[src/rtl/johnson_decoder_pkg.sv]
// johnson_decoder_pkg: shared FSM state type and phase-width helper for the Johnson decoder.
package johnson_decoder_pkg;

    typedef enum logic {UNLOCKED, LOCKED} state_t;

    function automatic int phase_w(input int n);
        return $clog2(2 * n);
    endfunction

endpackage

[src/rtl/johnson_code_decode.sv]
// johnson_code_decode: combinational Johnson code word to {legal, phase} lookup.
module johnson_code_decode
    import johnson_decoder_pkg::*;
#(
    parameter int N = 3,
    localparam int PW = phase_w(N)
) (
    input  logic [N-1:0]  i_code,
    output logic          o_legal,
    output logic [PW-1:0] o_phase
);

    localparam logic [N-1:0] ONES = '1;

    // phases 0..N fill ones from the MSB down, phases N+1..2N-1 drain them from the MSB
    always_comb begin
        o_legal = 1'b0;
        o_phase = '0;
        for (int p = 0; p < 2 * N; p++)
            if (i_code == ((p <= N) ? ~(ONES >> p) : (ONES >> (p - N)))) begin
                o_legal = 1'b1;
                o_phase = PW'(p);
            end
    end

endmodule

[src/rtl/johnson_decoder.sv]
// johnson_decoder: samples a Johnson code word, decodes phase and one-hot,
// flags illegal codes and sequence errors, and tracks lock to the ring.
module johnson_decoder
    import johnson_decoder_pkg::*;
#(
    parameter int N          = 3,
    parameter int LOCK_CNT   = 4,
    parameter bit ALLOW_HOLD = 1'b0,
    parameter int CNT_W      = 8,
    localparam int PW        = phase_w(N),
    localparam int P2        = 2 * N
) (
    input  logic             i_clk,
    input  logic             i_rst_n,
    input  logic             i_en,
    input  logic [N-1:0]     i_code,
    input  logic             i_clr_err,
    output logic             o_valid,
    output logic [PW-1:0]    o_phase,
    output logic [P2-1:0]    o_onehot,
    output logic             o_illegal_code,
    output logic             o_seq_err,
    output logic             o_locked,
    output logic [CNT_W-1:0] o_err_cnt
);

    state_t        state;
    logic          dec_legal;
    logic [PW-1:0] dec_phase;
    logic [PW-1:0] prev_phase;
    logic          prev_valid;
    logic [3:0]    run;
    logic [PW-1:0] succ;
    logic          match;
    logic          seq_err;
    logic          err_evt;
    logic [3:0]    run_nxt;

    johnson_code_decode #(.N(N)) u_dec (
        .i_code  (i_code),
        .o_legal (dec_legal),
        .o_phase (dec_phase)
    );

    always_comb begin
        succ    = (prev_phase == PW'(P2 - 1)) ? '0 : prev_phase + PW'(1);
        match   = prev_valid && (dec_phase == succ || (ALLOW_HOLD && dec_phase == prev_phase));
        seq_err = i_en && dec_legal && state == LOCKED && !match;
        err_evt = (i_en && !dec_legal) || seq_err;
        run_nxt = match ? run + 4'd1 : 4'd1;
    end

    always_ff @(posedge i_clk or negedge i_rst_n) begin
        if (!i_rst_n) begin
            state          <= UNLOCKED;
            prev_phase     <= '0;
            prev_valid     <= 1'b0;
            run            <= '0;
            o_valid        <= 1'b0;
            o_phase        <= '0;
            o_onehot       <= '0;
            o_illegal_code <= 1'b0;
            o_seq_err      <= 1'b0;
            o_locked       <= 1'b0;
            o_err_cnt      <= '0;
        end else begin
            o_valid        <= i_en;
            o_illegal_code <= i_en && !dec_legal;
            o_seq_err      <= seq_err;
            if (i_clr_err)
                o_err_cnt <= '0;
            else if (err_evt && o_err_cnt != '1)
                o_err_cnt <= o_err_cnt + CNT_W'(1);
            if (i_en && !dec_legal) begin
                o_onehot   <= '0;
                prev_valid <= 1'b0;
                run        <= '0;
                state      <= UNLOCKED;
                o_locked   <= 1'b0;
            end else if (i_en) begin
                o_phase    <= dec_phase;
                o_onehot   <= {{(P2 - 1){1'b0}}, 1'b1} << dec_phase;
                prev_phase <= dec_phase;
                prev_valid <= 1'b1;
                if (state == LOCKED) begin
                    if (!match) begin
                        run      <= 4'd1;
                        state    <= UNLOCKED;
                        o_locked <= 1'b0;
                    end
                end else begin
                    run <= run_nxt;
                    if (run_nxt == 4'(LOCK_CNT)) begin
                        state    <= LOCKED;
                        o_locked <= 1'b1;
                    end
                end
            end
        end
    end

endmodule

[config.mk]
export PLATFORM = sky130hd
export DESIGN_NAME = johnson_decoder
export DESIGN_NICKNAME = d
export VERILOG_FILES = /design/src/rtl/johnson_decoder_pkg.sv /design/src/rtl/johnson_code_decode.sv /design/src/rtl/johnson_decoder.sv
export SDC_FILE = /design/constraint.sdc
export NUM_CORES = 1
export LEC_CHECK = 0
export CORE_ASPECT_RATIO = 1.2
export CORE_UTILIZATION = 25
export DETAILED_ROUTE_END_ITERATION = 16
export PLACE_DENSITY = 0.45
export SLEW_MARGIN = 20
export SYNTH_ARGS = -nofsm -noshare
export SYNTH_HDL_FRONTEND = slang
export SYNTH_HIERARCHICAL = 1
export SYNTH_SLANG_ARGS = --single-unit
[constraint.sdc]
create_clock -name i_clk -period 1.86 [get_ports i_clk]
set_input_delay 0.372 -clock i_clk [delete_from_list [all_inputs] [get_ports i_clk]]
set_output_delay 0.372 -clock i_clk [all_outputs]
set_load 0.01 [all_outputs]
==> results.cfg <==
[status]
outcome = finished with violations
failed_checks = setup timing

[grt]
largest_net_degree_at_the_start_of_global_routing = 28
grt_pass1_wl_um = 6175
grt.overflow.total = 0
gr-usage-all-layers = 0.1259
number_of_antenna_violations_at_the_first_check_in_global_routing = 0
number_of_global_route_vias_before_repair = 1361

[clock_network]
cts_tree = built
clockRootBuffer = clkbuf_8
clk_pin_slew_worst_paths_ps = 90
cts_made_buffers = 3
clock_sink_count = 27
max-clock-path-buffers = 2
htreeDepth = 1
cts_hold_repair.buffers = 0
worst_skew_pair.late_latency_ps = 270

[finish]
n_antenna_cell = 0
nNetsFinal = 218
drive_above_1_share = 0.2837
area_growth_syn_to_layout_pct = 46.53
finish.cell_count_without_fillers = 288
layout.cell_area.non_filler_mm2 = 0.002167

[floorplanning]
fp.dieW_um = 72.21
starting_utilization_of_the_core_area = 0.2609
floorplan.io_pins = 28
floorplan.rows = 30
die_h_um = 86.26
fp.coreArea_mm2 = 0.005668
floorplan_die_area_mm2 = 0.006228

[power]
sw_frac_of_total = 0.2758
vdd_ir_drop_max_uv = 241.9
power_switching_uw = 367.7
combinationalPowerShare = 0.268
leakagePower_uw = 0.0009116
sequentialPowerShare = 0.481
total_power_per_unit_cell_area_mw_per_mm2 = 615.2
power.internal_uw = 965.5
clkPwrFrac = 0.251

[setup_path]
timing.critical_path.required_ps = 2030
critical_path.max_fanout = 6
kind_of_end_point_of_the_critical_path = flop
cp_cell_sequence = buf_8 -> and2b_2 -> mux2_4 -> nor4b_4 -> a31oi_1 -> o211ai_2 -> a21boi_4 -> nand4_1 -> mux2_4
timing.critical_path.slowest_stage_cell = mux2_4
cp.arrival_ps = 2080
cpPeakStageDelay_ps = 310
timing.critical_path.from = i_code[0]
worst_r2r_src = o_err_cnt[0]$_DFFE_PN0P_
worst_setup_path_start_kind = input port
critical_path.most_common_cell = mux2_4
crit_path_category = input port to flop

[logic_synthesis]
mappedNetlistNets = 163
synth.top_cells.by_count = dfrtp_1 (27), inv_1 (16), nand2_1 (9), nor2_1 (9), o21ai_0 (9)
syn_avg_cell_area_um2 = 9.603
synth.largest_area_cell = dfrtp_1
synth.top_cells.by_area = dfrtp_1 (46%), inv_1 (4.1%), o21ai_0 (3.0%)
yosysUniqueCellTypes = 43
post-synth-top-count-cell = dfrtp_1
syn_inst = 154
sequential_to_total_area_share_from_yosys_stat = 0.4569
ys_seq_elements = 27
dominantRegCellSynth = dfrtp_1
async_reset_ff_frac = 1.000
synth-edff-count = 0
syn_area_mm2 = 0.001479
yosys_warnings = 6
yosysTopAreaCellShare = 0.4569

[placement]
detailed_place_hpwl_um = 2615
io_buffer_count = 27
gp_routability_congestion = 0.7975
detailed_place.area_mm2 = 0.002027
place.detailed.instances = 281

[sta]
final-setup-viol-count = 5
timing.fmax_ghz = 0.5211
timing.clock.skew_ps = 3.538
rsz0062_at_grt = true
final_critical_path_setup_slack_ps = -59.07
slew_violations = 0
worst_slew_margin_rel = 0.7669
tightest_slew_ps = 349.6
timing_hold_violations_final = 0
final_min_period_over_clock_period = 1.032
timing.final.crit_period_ps = 1919

[routing]
via_count = 1312
dr.pass1.iters = 3
drt_drc_violations_left = 0
drt-wirelength-per-cell_um = 12.24
wirelength_um = 3526
number_of_nets_with_antenna_violations_after_routing = 0
drt_iter0_markers = 37
drt-vias-per-instance = 4.556

[run]
max_cap_viol_count = 0

[worst_hold_path]
hold_path_class = input port to asynchronous set/reset pin
worst max-delay path, delay by kind of cell:
kind	cells	cell delay, ps
multiplexers	2	610
AND/OR/NAND/NOR	3	460
AO/OA/AOI/OAI	3	530
buffers and inverters	1	100
flip-flops by register name, indices dropped and copies added (netlist names):
name,count
o_err_cnt,8
o_illegal_code,1
o_locked,1
o_onehot,6
o_seq_err,1
o_valid,1
prev_phase,3
prev_valid,1
run,4
state,1
power groups by stage:
stage | sequential (µW) | combinational [µW] | clock, µW
3_5_place_dp | 653 | 320 | 0
4_1_cts | 641 | 350 | 356
5_1_grt | 647 | 393 | 388
2_1_floorplan | 669 | 145 | 0
3_3_place_gp | 652 | 315 | 0
6_report | 641 | 357 | 335
metrics by stage:
step                total power, µW  hold slack [ps]  setup TNS (ps)  utilization  setup slack [ps]
CTS                            1347            481.9          -249.1       0.3777            -82.41
global placement              967.1            517.4          -11410       0.3576            -787.7
detailed placement            973.6            519.0          -12870       0.3576            -871.9
finish                         1333            477.5          -78.74       0.3823            -59.07
global route                   1428            486.7           -1086       0.3823            -142.5
floorplan                     814.7            76.41           -1846            -            -266.5
final timing paths:
kind,cells past startpoint,to,slack [ps]
worst max-delay path,9,o_err_cnt[5]$_DFFE_PN0P_,-60
worst min-delay path,2,o_onehot[1]$_DFFE_PN0P_,480
max in group asynchronous,2,o_err_cnt[1]$_DFFE_PN0P_,1130
min in group i_clk,2,o_onehot[3]$_DFFE_PN0P_,520
worst max register to register,6,o_err_cnt[5]$_DFFE_PN0P_,-10
worst min register to register,2,o_onehot[3]$_DFFE_PN0P_,520
metal layers:
metal | track usage | vias to the layer above | share of wire
met2 | 0.2201 | 27 | 0.50
met4 | 0.04991 | 0 | 0.013
met1 | 0.1491 | 629 | 0.46
li1 | - | 651 | -
met3 | 0.02674 | 5 | 0.030
met5 | 0 | - | 0
cell type report:
class	instances	area (µm²)
multi-input combinational	105	785.8
sequential	27	675.6
fill	566	3501
clock buffer	4	45.04
timing repair buffer	56	500.5
tap	80	100.1
inverter	16	60.06
timing repair:
| item | in CTS | in global routing |
|---|---|---|
| pin swaps | 7 | 5 |
| gates resized for setup | 24 | 6 |
| cloned | 1 | 0 |
| hold endpoints to repair | 0 | 0 |
| endpoints found under the setup margin | 15 | 13 |
| buffers inserted | 2 | 0 |
cells in the final DEF, fill, tap and decap left out, drive strengths merged, types with 2 or more instances in the layout:
cell	instances
a21o	2
a21oi	10
a311oi	2
a31o	2
a31oi	3
and2b	2
and3	3
and3b	2
buf	31
clkbuf	4
clkdlybuf4s50	24
dfrtp	27
ha	2
inv	16
mux2	5
nand2	9
nand2b	2
nand3	5
nand4	6
nand4b	2
nor2	9
nor2b	6
nor3	3
nor3b	3
nor4b	2
o21ai	9
o2bb2ai	2
xnor2	3
cell families after synthesis:
family          synth area share
compound gates            0.1802
flops                     0.4569
mux                      0.04484
simple gates              0.2191
xor+xnor                 0.01777
buf+inv                  0.06430
fa+ha+maj                0.01692
No activity file was read; power rests on OpenSTA's default activity.
